[src/rtl/elevator_pkg.sv]
// Shared elevator types and request helpers used by the dispatcher slice.
// Pure combinational helpers; no state and no flow control.
package elevator_pkg;

    localparam int NUM_FLOORS = 4;

    typedef logic [1:0]            floor_t;
    typedef logic [NUM_FLOORS-1:0] fmask_t;

    typedef struct packed {
        logic   valid;
        floor_t floor;
    } req_t;

    typedef enum logic [2:0] {
        IDLE   = 3'd0,
        ARRIVE = 3'd1,
        DOOR   = 3'd2,
        OFFER  = 3'd3,
        WAKE   = 3'd4
    } disp_state_t;

    function automatic req_t encode_req(input floor_t f);
        req_t r;
        r.valid = 1'b1;
        r.floor = f;
        return r;
    endfunction

    function automatic fmask_t floor_bit(input floor_t f);
        return fmask_t'(1) << f;
    endfunction

    // Floors strictly beyond cur in direction dir (1 = up).
    function automatic fmask_t ahead_mask(input floor_t cur, input logic dir);
        fmask_t m;
        m = '0;
        for (int f = 0; f < NUM_FLOORS; f++) begin
            m[f] = dir ? (f > int'(cur)) : (f < int'(cur));
        end
        return m;
    endfunction

    // Closest pending floor beyond cur: lowest one going up, highest one going down.
    function automatic floor_t nearest_ahead(input fmask_t pend, input floor_t cur, input logic dir);
        fmask_t a;
        floor_t r;
        a = pend & ahead_mask(cur, dir);
        r = cur;
        if (dir) begin
            for (int f = NUM_FLOORS - 1; f >= 0; f--) begin
                if (a[f]) r = floor_t'(f);
            end
        end else begin
            for (int f = 0; f < NUM_FLOORS; f++) begin
                if (a[f]) r = floor_t'(f);
            end
        end
        return r;
    endfunction

endpackage

[src/rtl/door_timer.sv]
// Door hold timer: load/reload to CYCLES-1, counts down while enabled, done when it reaches zero.
// Done is combinational from the count; a load in the same cycle suppresses done.
module door_timer #(
    parameter int CYCLES = 16
) (
    input  logic clk,
    input  logic reset,
    input  logic load,
    input  logic en,
    output logic done
);
    localparam int W = $clog2(CYCLES);

    logic [W-1:0] cnt;

    always_ff @(posedge clk) begin
        if (reset) begin
            cnt <= '0;
        end else if (load) begin
            cnt <= W'(CYCLES - 1);
        end else if (en && (cnt != '0)) begin
            cnt <= cnt - 1'b1;
        end
    end

    assign done = en & ~load & (cnt == '0);

endmodule

[src/rtl/request_dispatcher.sv]
// Latches cabin/hall buttons and feeds requests/acks to the car FSM; buttons visible on pending one cycle later.
// FSM handshakes are edge-based (Delay, FR_Delay); macro DISPATCH_DOOR_REOPEN_EN lets current-floor presses extend the door.
module request_dispatcher
    import elevator_pkg::*;
#(
    parameter int DOOR_CYCLES = 16,
    parameter int ACK_CYCLES  = 1
) (
    input  logic       clk,
    input  logic       reset,
    input  logic [3:0] cab_btn,
    input  logic [2:0] hall_up_btn,
    input  logic [2:0] hall_dn_btn,
    input  logic       Delay,
    input  logic [1:0] Actual_Stage,
    input  logic       UD_Answer,
    input  logic       FR_Delay,
    input  logic [2:0] Solicitud_stage,
    input  logic       STOP,
    output logic [2:0] next_stage,
    output logic       OC_Request,
    output logic       UD_Request,
    output logic       NO_STOP,
    output logic       DoneDelay,
    output logic [3:0] pending
);
    fmask_t      cab_q, up_q, dn_q, pend, cur_oh, hu4, hd4, clr_up, clr_dn;
    fmask_t      ahead, above, below, sup_cab, sup_up, sup_dn;
    logic        delay_q, fr_q, delay_rise, fr_rise, arrive_acc;
    logic        last_dir, dir_eff, ud_q, ud_calc, no_stop;
    logic        do_clear, svc_hit, local_only, reopen, timer_load, timer_done, in_door;
    logic [7:0]  ack_cnt;
    disp_state_t state, state_nxt;
    req_t        offer_q, offer_nxt;

    assign pend       = cab_q | up_q | dn_q;
    assign cur_oh     = floor_bit(Actual_Stage);
    assign hu4        = {1'b0, hall_up_btn};
    assign hd4        = {hall_dn_btn, 1'b0};
    assign delay_rise = Delay & ~delay_q;
    assign fr_rise    = FR_Delay & ~fr_q;
    assign arrive_acc = delay_rise & ((state == IDLE) | (state == OFFER));
    assign in_door    = (state == DOOR);

    // End floors only allow one way out, whatever direction was last recorded.
    assign dir_eff = (Actual_Stage == 2'd0) ? 1'b1 :
                     (Actual_Stage == 2'd3) ? 1'b0 : last_dir;

    assign clr_up     = dir_eff ? cur_oh : '0;
    assign clr_dn     = dir_eff ? '0 : cur_oh;
    assign svc_hit    = |((cab_q & cur_oh) | (up_q & clr_up) | (dn_q & clr_dn));
    assign ahead      = pend & ahead_mask(Actual_Stage, dir_eff);
    assign above      = pend & ahead_mask(Actual_Stage, 1'b1);
    assign below      = pend & ahead_mask(Actual_Stage, 1'b0);
    assign local_only = (pend == cur_oh);
    assign ud_calc    = (|above) ? 1'b1 : (|below) ? 1'b0 : dir_eff;

`ifdef DISPATCH_DOOR_REOPEN_EN
    // A press for the floor we are standing at just restarts the door hold.
    assign sup_cab = in_door ? (cab_btn & cur_oh) : '0;
    assign sup_up  = in_door ? (hu4 & clr_up) : '0;
    assign sup_dn  = in_door ? (hd4 & clr_dn) : '0;
`else
    assign sup_cab = '0;
    assign sup_up  = '0;
    assign sup_dn  = '0;
`endif
    assign reopen = |(sup_cab | sup_up | sup_dn);

    door_timer #(.CYCLES(DOOR_CYCLES)) u_door_timer (
        .clk   (clk),
        .reset (reset),
        .load  (timer_load),
        .en    (in_door),
        .done  (timer_done)
    );

    always_comb begin
        state_nxt  = state;
        offer_nxt  = offer_q;
        do_clear   = 1'b0;
        timer_load = 1'b0;
        no_stop    = 1'b0;
        unique case (state)
            IDLE: begin
                if (delay_rise) begin
                    state_nxt = ARRIVE;
                end else if (STOP && (|pend)) begin
                    state_nxt = WAKE;
                end else if (!STOP && (|ahead)) begin
                    state_nxt = OFFER;
                    offer_nxt = encode_req(nearest_ahead(pend, Actual_Stage, dir_eff));
                end
            end
            ARRIVE: begin
                do_clear = 1'b1;
                if (svc_hit) begin
                    state_nxt  = DOOR;
                    timer_load = 1'b1;
                end else begin
                    state_nxt = IDLE;
                end
            end
            DOOR: begin
                if (reopen) begin
                    timer_load = 1'b1;
                end else if (timer_done) begin
                    state_nxt = IDLE;
                end
            end
            OFFER: begin
                if (delay_rise) begin
                    offer_nxt = '0;
                    state_nxt = ARRIVE;
                end else if (fr_rise && (req_t'(Solicitud_stage) == offer_q)) begin
                    offer_nxt = '0;
                    state_nxt = IDLE;
                end
            end
            WAKE: begin
                if (local_only) begin
                    do_clear = 1'b1;
                    if (svc_hit) begin
                        state_nxt  = DOOR;
                        timer_load = 1'b1;
                    end else begin
                        state_nxt = IDLE;
                    end
                end else begin
                    no_stop   = 1'b1;
                    state_nxt = IDLE;
                end
            end
            default: state_nxt = IDLE;
        endcase
    end

    // Clear is applied after set so a same-cycle press of a serviced bit is dropped.
    always_ff @(posedge clk) begin
        if (reset) begin
            state    <= IDLE;
            offer_q  <= '0;
            cab_q    <= '0;
            up_q     <= '0;
            dn_q     <= '0;
            delay_q  <= 1'b0;
            fr_q     <= 1'b0;
            last_dir <= 1'b1;
            ud_q     <= 1'b1;
            ack_cnt  <= '0;
        end else begin
            state   <= state_nxt;
            offer_q <= offer_nxt;
            delay_q <= Delay;
            fr_q    <= FR_Delay;
            cab_q   <= (cab_q | (cab_btn & ~sup_cab)) & ~(do_clear ? cur_oh : '0);
            up_q    <= (up_q | (hu4 & ~sup_up)) & ~(do_clear ? clr_up : '0);
            dn_q    <= (dn_q | (hd4 & ~sup_dn)) & ~(do_clear ? clr_dn : '0);
            if (arrive_acc) begin
                last_dir <= (Actual_Stage == 2'd0) ? 1'b1 :
                            (Actual_Stage == 2'd3) ? 1'b0 : UD_Answer;
            end
            if (state == WAKE) begin
                ud_q <= ud_calc;
            end
            if (state == ARRIVE) begin
                ack_cnt <= 8'(ACK_CYCLES - 1);
            end else if (ack_cnt != '0) begin
                ack_cnt <= ack_cnt - 1'b1;
            end
        end
    end

    assign next_stage = offer_q;
    assign OC_Request = in_door;
    assign UD_Request = (state == WAKE) ? ud_calc : ud_q;
    assign NO_STOP    = no_stop;
    assign DoneDelay  = (state == ARRIVE) | (ack_cnt != '0);
    assign pending    = pend;

endmodule

[config.mk]
export PLATFORM = sky130hd
export DESIGN_NAME = request_dispatcher
export DESIGN_NICKNAME = d
export VERILOG_FILES = /design/src/rtl/elevator_pkg.sv /design/src/rtl/door_timer.sv /design/src/rtl/request_dispatcher.sv
export SDC_FILE = /design/constraint.sdc
export NUM_CORES = 1
export LEC_CHECK = 0
export CAP_MARGIN = 20
export CORE_MARGIN = 5
export CORE_UTILIZATION = 30
export DETAILED_ROUTE_END_ITERATION = 6
export GPL_TIMING_DRIVEN = 1
export PLACE_DENSITY = 0.6
export SETUP_SLACK_MARGIN = 0.5
export SYNTH_ARGS = -nofsm -noshare
export SYNTH_HDL_FRONTEND = slang
export SYNTH_SLANG_ARGS = --single-unit
[constraint.sdc]
create_clock -name clk -period 2.4 [get_ports clk]
set_clock_uncertainty 0.1 [all_clocks]
set_input_delay 0.24 -clock clk [delete_from_list [all_inputs] [get_ports clk]]
set_output_delay 0.24 -clock clk [all_outputs]
set_load 0.05 [all_outputs]
## Yosys cells after proc, flatten, opt, wreduce, memory -nomap -nowiden

Cells that the tools add are included.

- Register bits after elaboration: 34
- Output and inout port bits: 11
- Word-level logic and storage cells: 131

- Add/sub/neg operators: 2
- Magnitude comparators: 6
- Equality and inequality tests: 13
- Shift-type cells: 1
- Muxes and demuxes: 48
- Bitwise gates (word level): 29
- Reduce and logical (&&, ||, !) cells: 20

Operators with widths:

| kind | count |
|---|---|
| 3-bit two-way mux | 11 |
| 4-bit bitwise AND | 8 |
| 4-bit two-way mux | 7 |
| 4-bit OR | 6 |
| 2-bit two-way mux | 10 |
| 4-bit OR reduction | 5 |
| 1-bit two-way mux | 16 |
| 3-bit one-hot mux with 5 select lines | 1 |
| 4-bit NOT | 3 |
| 8-bit nonzero test | 1 |
| 8-bit by 1-bit subtractor with 8-bit output, second input constant | 1 |
| 3-bit by 2-bit == test with 1-bit output, second input constant | 2 |
| 2-bit != test, second input constant | 3 |
| 3-bit one-hot mux with 2 select lines | 1 |
| 1-bit bitwise AND | 5 |
| 5-bit AND reduction | 1 |
| 4-bit by 3-bit bitwise AND with 4-bit output | 1 |
| 4-bit == test | 1 |
| 2-bit > comparator, first input constant | 2 |
| 1-bit logical AND | 4 |
| 4-bit zero test | 1 |
| 1-bit by 2-bit less-than comparator with 1-bit output, first input constant | 2 |
| 4-bit by 2-bit != test with 1-bit output, second input constant | 1 |
| 4-bit by 3-bit OR with 4-bit output | 1 |
| other kinds (20) | 25 |

## Longest topological paths before layout

Gate-level depths: netlist of run 1.

- Depth in word-level cells: 16
- Gate-level depth with buffers: 10

## Hierarchy

A second synthesis of run 1 with hierarchy kept.

- Cells, all modules: 213
- Area total of the unflattened synthesis: 1923.1 um2

Modules (own cells, without submodules):

| module | times used | cells an instance | area an instance (um2) |
|---|---|---|---|
| request_dispatcher | 1 | 189 | 1712.9 |
| door_timer | 1 | 24 | 210.2 |

## Worst setup path before layout of run 1

Ideal clock, no wire load.

- Path type: reg2out
- Start point: register up_q[0]
- End point: output port UD_Request
- Arrival time: 2.365 ns
- Path slack: -0.305 ns
- Stages on the path, launching flop included: 7
- Path buffers: 1
- Path through: dfxtp_1 or3_1 buf_2 ha_1 nor2_1 nor3_1 o21ai_0

- Cells in the longest elaborated chain, start to end: 7

RTL lines:

| element | line | RTL |
|---|---|---|
| start, declared | request_dispatcher.sv:27 | `fmask_t cab_q, up_q, dn_q, pend, cur_oh, hu4, hd4, clr_up, clr_dn;` |
| start signal, assigned | request_dispatcher.sv:157 | `up_q <= (up_q \| (hu4 & ~sup_up)) & ~(do_clear ? clr_up : '0);` |
| 4-bit OR (*) (2 in a row) | request_dispatcher.sv:36 | `assign pend = cab_q \| up_q \| dn_q;` |
| net pending[0] | request_dispatcher.sv:25 | `output logic [3:0] pending` |
| 4-bit by 3-bit bitwise AND with 4-bit output | request_dispatcher.sv:54 | `assign below = pend & ahead_mask(Actual_Stage, 1'b0);` |
| 4-bit OR reduction | request_dispatcher.sv:56 | `assign ud_calc = (\|above) ? 1'b1 : (\|below) ? 1'b0 : dir_eff;` |
| 1-bit two-way mux | request_dispatcher.sv:56 |  |
| 1-bit two-way mux (*) | request_dispatcher.sv:56 |  |
| 1-bit two-way mux (*) | n/a |  |
| end, declared | request_dispatcher.sv:22 | `output logic UD_Request,` |

The timed path passes the listed nets; every way through them passes the cells marked *.

## Worst setup path after layout of run 1

- Start point: register cab_q[2]
- End point: output port NO_STOP

- Cells in the longest elaborated chain, start to end: 5

RTL lines:

| element | line | RTL |
|---|---|---|
| start, declared | request_dispatcher.sv:27 |  |
| start signal, assigned | request_dispatcher.sv:156 | `cab_q <= (cab_q \| (cab_btn & ~sup_cab)) & ~(do_clear ? cur_oh : '0);` |
| 4-bit OR (2 in a row) | request_dispatcher.sv:36 |  |
| 4-bit == test | request_dispatcher.sv:55 | `assign local_only = (pend == cur_oh);` |
| 1-bit two-way mux | request_dispatcher.sv:121 | `if (local_only) begin` |
| 1-bit two-way mux | request_dispatcher.sv:84 | `unique case (state)` |
| end, declared | request_dispatcher.sv:23 | `output logic NO_STOP,` |

Every way passes these cells.

==> results of run 1 <==
-- synth_stat cells (all sizes together), types with 2 or more instances --
cell,count
a31oi,2
nand2b,2
nand3,6
clkbuf,6
a21oi,12
xnor2,9
dfxtp,34
nor4b,2
ha,4
nor3b,4
nor4,2
nor3,10
o22ai,4
a21boi,3
o21ai,8
mux2i,3
inv,12
a311oi,7
or3,5
buf,5
o41ai,2
nand4,4
nand3b,3
nor2,27
o21a,2
and2,2
xor2,4
or2,2
nand2,15
a211oi,4
nor2b,9
-- worst paths after layout --
kind              startpoint       to  slack (ns)  depth (start not counted)
hold reg to reg         ud_q     ud_q        0.40                          2
hold / removal          ud_q     ud_q        0.40                          2
setup / recovery    cab_q[2]  NO_STOP        0.16                          5
setup reg to reg    cab_q[2]  up_q[1]        0.20                          7
-- state kept, by name, summed over array words and instances, names as in the netlist --
name	flops
next_stage	3
delay_q	1
last_dir	1
fr_q	1
cab_q	4
state	3
dn_q	4
ack_cnt	8
u_door_timer.cnt	4
ud_q	1
up_q	4
-- stage by stage --
stage	TNS [ns]	total power [mW]	std cells	hold WS, ns	setup slack (ns)
final	0	2.686	374	0.3974	0.1630
after global routing	0	2.830	374	0.4131	0.1238
after CTS	0	2.411	364	0.3877	0.1800
after detailed placement	-0.02976	1.621	341	0.3736	-0.01143
after global placement	0	1.611	341	0.3734	0.007530
after floorplan	0	1.372	228	0.2682	0.3786
-- timing repair --
item / CTS / global route
resized for setup: 42 / 39
buffers inserted: 14 / 10
setup endpoints to repair: 26 / 27
endpoints found under the hold margin: 0 / 0
pin swaps: 15 / 14
gates cloned: 1 / 0
-- power by group --
part	internal (mW)	switching, mW
clock network	0.311	0.207
logic	0.754	0.639
registers	0.663	0.112
-- per-layer routing --
metal | wire, um | GRT usage, % | part of all wire (%) | vias to the layer above
li1 | - | - | - | 964
met1 | 2626 | 18.18 | 45 | 927
met2 | 2727 | 21.22 | 47 | 62
met3 | 286 | 2.922 | 4.9 | 14
met4 | 179 | 5.707 | 3.1 | 0
met5 | 0 | 0 | 0 | -
-- worst min-delay path, stage by stage, from the launching register on --
cell,delay (ns)
dfxtp_1,0.31
nand2_1,0.07
o211ai_1,0.09
-- cell families after synthesis --
kind of cell,synth area share (%)
compound gates,23.25
xor+xnor,5.894
fa+ha+maj,2.591
buf+inv,5.117
flops,35.23
mux,2.137
simple gates,25.78
-- cell type report --
class,instances,area (um2)
Timing Repair Buffer,72,720.7
Tap cell,77,96.34
Clock inverter,1,30.03
Inverter,12,47.55
Multi-Input combinational cell,171,1426
Fill cell,578,3217
Sequential cell,34,699.4
Clock buffer,7,76.32
==> results.toml, run 1 <==
[outcome]
status = "finished clean"

[placement]
gp_congestion = 0.8504
dp_hpwl_mm = 3.758
portBuffers = 31
placed_area_um2 = 2505

[grt]
antenna_found_initial = 0
grt_usage_pct = 13.64
overflow = 0
grt_pass1_vias = 1883
grt_max_degree = 27
grt_pass1_wl_mm = 9.170

[synth]
yosys_warnings = 0
ys_seq_area_share_pct = 35.23
async_flop_share_pct = 0
syn_inst = 228
yosys.area.top_type = "dfxtp_1"
synth_nets = 253
ys_types = 59
netlist_area_um2 = 1932
syn_avg_cell_area_um2 = 8.473
synth_top_cell_area_share_pct = 35.23
synth-edff-count = 0
ys_top_cells_by_area = "dfxtp_1, nor2_1, xnor2_1"
synth_flop_cell = "dfxtp_1"
ys_ff_latch = 34

[worst_hold_path]
hold_class = "flip-flop to flip-flop"

[route]
routed_wl_mm = 5.820
ant_nets = 0
drtIter0Drc = 92
dr_total_vias = 1967
dr.pass1.iters = 4
wl_per_cell_um = 15.56
drc = 0
post_drt_via_cell_ratio = 5.259

[timing]
worst_pin_slew_ns = 0.5477
layout_min_cycle_time_ns = 2.237
rsz0062_at_grt = "yes"
setup_violations = 0
drv_slew = 0
relSlewSlack_pct = 63.15
period_share_pct = 93.21
finalHoldViolations = 0
max_freq_mhz = 447.0

[layout]
final_cell_mix = "nor2_1, buf_4, dfxtp_1"
syn2layout_area_growth_pct = 60.30
fin_area_um2 = 3097
drive_gt1_share_pct = 37.71
fin_nets = 321
antenna_cells = 0
final_core_util_pct = 49.05

[critical_path]
path_cells = "or4_4 -> or3_4 -> nand3_4 -> a31oi_4 -> buf_12"
crit_arrival_ns = 1.90
crit_path_start_kind = "flip-flop"
cp_slowest_stage_delay_ns = 0.52
worstPathRequired_ns = 2.06
cp_top_family = "simple AND/OR/NAND/NOR gates"
criticalPathCategory = "flip-flop to output port"
endpoint_kind = "output port"
critPathBufInv = 1
crit_path_max_fanout = 2
crit_slowest_cell = "or4_4"

[power_and_ir_drop]
power_density_nw_per_um2 = 867.3
ir_worst_vdd_v = 0.0007301
p_leak_nw = 1.174

[clock_network]
cts.sinks = 34
cts_buffer_depth = 2
clk_latency_ns = 0.29
htree_levels = 2
tritoncts = "yes"
clkSlewWorstSetupHoldPaths_ns = 0.07
cts-buffers-inserted = 5
cts_root_buf = "clkbuf_8"
holdBufCountCts = 0

[floorplan]
die_h_um = 90.25
fp-row-count = 29
ios = 32
fp.dieW_um = 90.25
die-area_um2 = 8144
core_um2 = 6314
start_util_pct = 30.60

[job]
maxCapViolations = 0
No activity file was read; power rests on OpenSTA's default activity.
==> inputs of run 2 (changes only) <==
--- a/config.mk
+++ b/config.mk
@@ -7,10 +7,11 @@
 export LEC_CHECK = 0
 export CAP_MARGIN = 20
 export CORE_MARGIN = 5
-export CORE_UTILIZATION = 30
+export CORE_UTILIZATION = 40
+export CTS_CLUSTER_DIAMETER = 50
 export DETAILED_ROUTE_END_ITERATION = 6
 export GPL_TIMING_DRIVEN = 1
-export PLACE_DENSITY = 0.6
+export PLACE_DENSITY = 0.73
 export SETUP_SLACK_MARGIN = 0.5
 export SYNTH_ARGS = -nofsm -noshare
 export SYNTH_HDL_FRONTEND = slang
==> run 2 against run 1 <==
Against the previous run: register-to-register slack got worse by 0.03 ns; final area fell by 3.4%; wire length fell by 4.6%.
==> results.toml, run 2 (same netlist as run 1, synthesis figures left out) <==
[outcome]
status = "finished clean"

[worst_hold_path]
hold_class = "input pin to flip-flop"
worstHoldStart = "Actual_Stage[0]"
hold_depth = 3

[clock_network]
cts.sinks = 34
cts_buffer_depth = 2
cts-buffers-inserted = 5
clk_latency_ns = 0.29
cts_root_buf = "clkbuf_8"
clkSlewWorstSetupHoldPaths_ns = 0.07
htree_levels = 2
tritoncts = "yes"

[route]
ant_nets = 0
drc = 0
wl_per_cell_um = 15.95
post_drt_via_cell_ratio = 5.468
routed_wl_mm = 5.551
dr_total_vias = 1903
drtIter0Drc = 114
dr.pass1.iters = 4

[timing]
worst_pin_slew_ns = 0.5127
drv_slew = 0
layout_min_cycle_time_ns = 2.230
relSlewSlack_pct = 65.72
max_freq_mhz = 448.5
rsz0062_at_grt = "yes"
period_share_pct = 92.91
tns_ns = 0
setup_violations = 0
worst_slack_ns = 0.1703
finalHoldViolations = 0

[placement]
place_inst = 320
gp_congestion = 0.9434
dp_hpwl_mm = 3.714
place_ws_ns = 0.01569
portBuffers = 31

[floorplan]
ios = 32
fp.dieW_um = 79.50
start_util_pct = 41.17
die-area_um2 = 6319
core_um2 = 4692
die_h_um = 79.50
fp-row-count = 25

[layout]
final_common_cell = "buf_4"
syn2layout_area_growth_pct = 54.79
antenna_cells = 0
largest_reg_flops = 8
regArea_um2 = 704.4
drive_gt1_share_pct = 37.41
nFillCells = 373
top_register = "ack_cnt"
final_cells = 348
final_cell_mix = "buf_4, nor2_1, dfxtp_1"
fin_nets = 318
multi_input_area_um2 = 1389

[power_and_ir_drop]
ir_worst_vdd_v = 0.0004618
power_density_nw_per_um2 = 863.1
p_leak_nw = 1.163

[grt]
grt_pass1_wl_mm = 8.790
grt_busiest_layer = "met2"
met1_usage_pct = 23.00
grtUsageMet3_pct = 3.273
grt_max_degree = 27
antenna_found_initial = 0
grt_pass1_vias = 1855
grtUsageMet2_pct = 28.71
overflow = 0
grt_usage_pct = 17.64

[critical_path]
rr_worst_depth = 7
criticalPathCategory = "flip-flop to flip-flop"
worstPathRequired_ns = 2.44
crit_arrival_ns = 2.27
crit_path_start_kind = "flip-flop"
crit_path_max_fanout = 6
startpoint = "up_q[2]"
endpoint_kind = "flip-flop"
r2r-start = "up_q[2]"

[job]
maxCapViolations = 0
[run 2: cell type report]
class,instances,area share [%]
timing repair buffer,69,22.59
clock buffer,7,2.552
clock inverter,1,1.004
inverter,12,1.590
sequential,34,23.56
tap,54,2.259
multi-input combinational,171,46.44
[run 2: report_power, final]
group	internal [mW]	total, mW	switching, mW
Sequential	0.665	0.768	0.103
Combinational	0.688	1.29	0.605
Clock	0.311	0.520	0.210
[run 2: what timing repair did]
| action | in CTS | in global routing |
|---|---|---|
| pin swaps | 12 | 15 |
| setup buffers | 16 | 3 |
| hold buffers | 0 | 0 |
| endpoints found under the setup margin | 26 | 26 |
| resized for setup | 32 | 44 |
| cloned | 0 | 1 |
[run 2: worst paths after layout]
kind | to | slack, ns
max | up_q[1] | 0.17
min | cab_q[3] | 0.35
max reg2reg | up_q[1] | 0.17
min reg2reg | up_q[3] | 0.39
[run 2: metal layers]
layer,vias up,wire length (um)
met2,36,2768
met1,901,2511
met3,10,185
met5,-,0
li1,956,-
met4,0,85
[run 2: critical path, stage by stage (launching register included)]
cell and delay, ns:
dfxtp_4 0.37, or4_4 0.54, or3_4 0.36, buf_4 0.15, a31oi_4 0.17, or2_4 0.19
buf_12 0.12, a311oi_1 0.08
[run 2: stage by stage]
step	power, mW	hold slack (ns)	cell area [um2]	utilization, %
finish	2.581	0.3465	2990	63.73
detailed placement	1.626	0.3756	2491	53.09
CTS	2.402	0.3987	2800	59.68
floorplan	1.372	0.2682	2012	-
global route	2.728	0.3679	2990	63.73
global placement	1.610	0.3736	2491	53.09
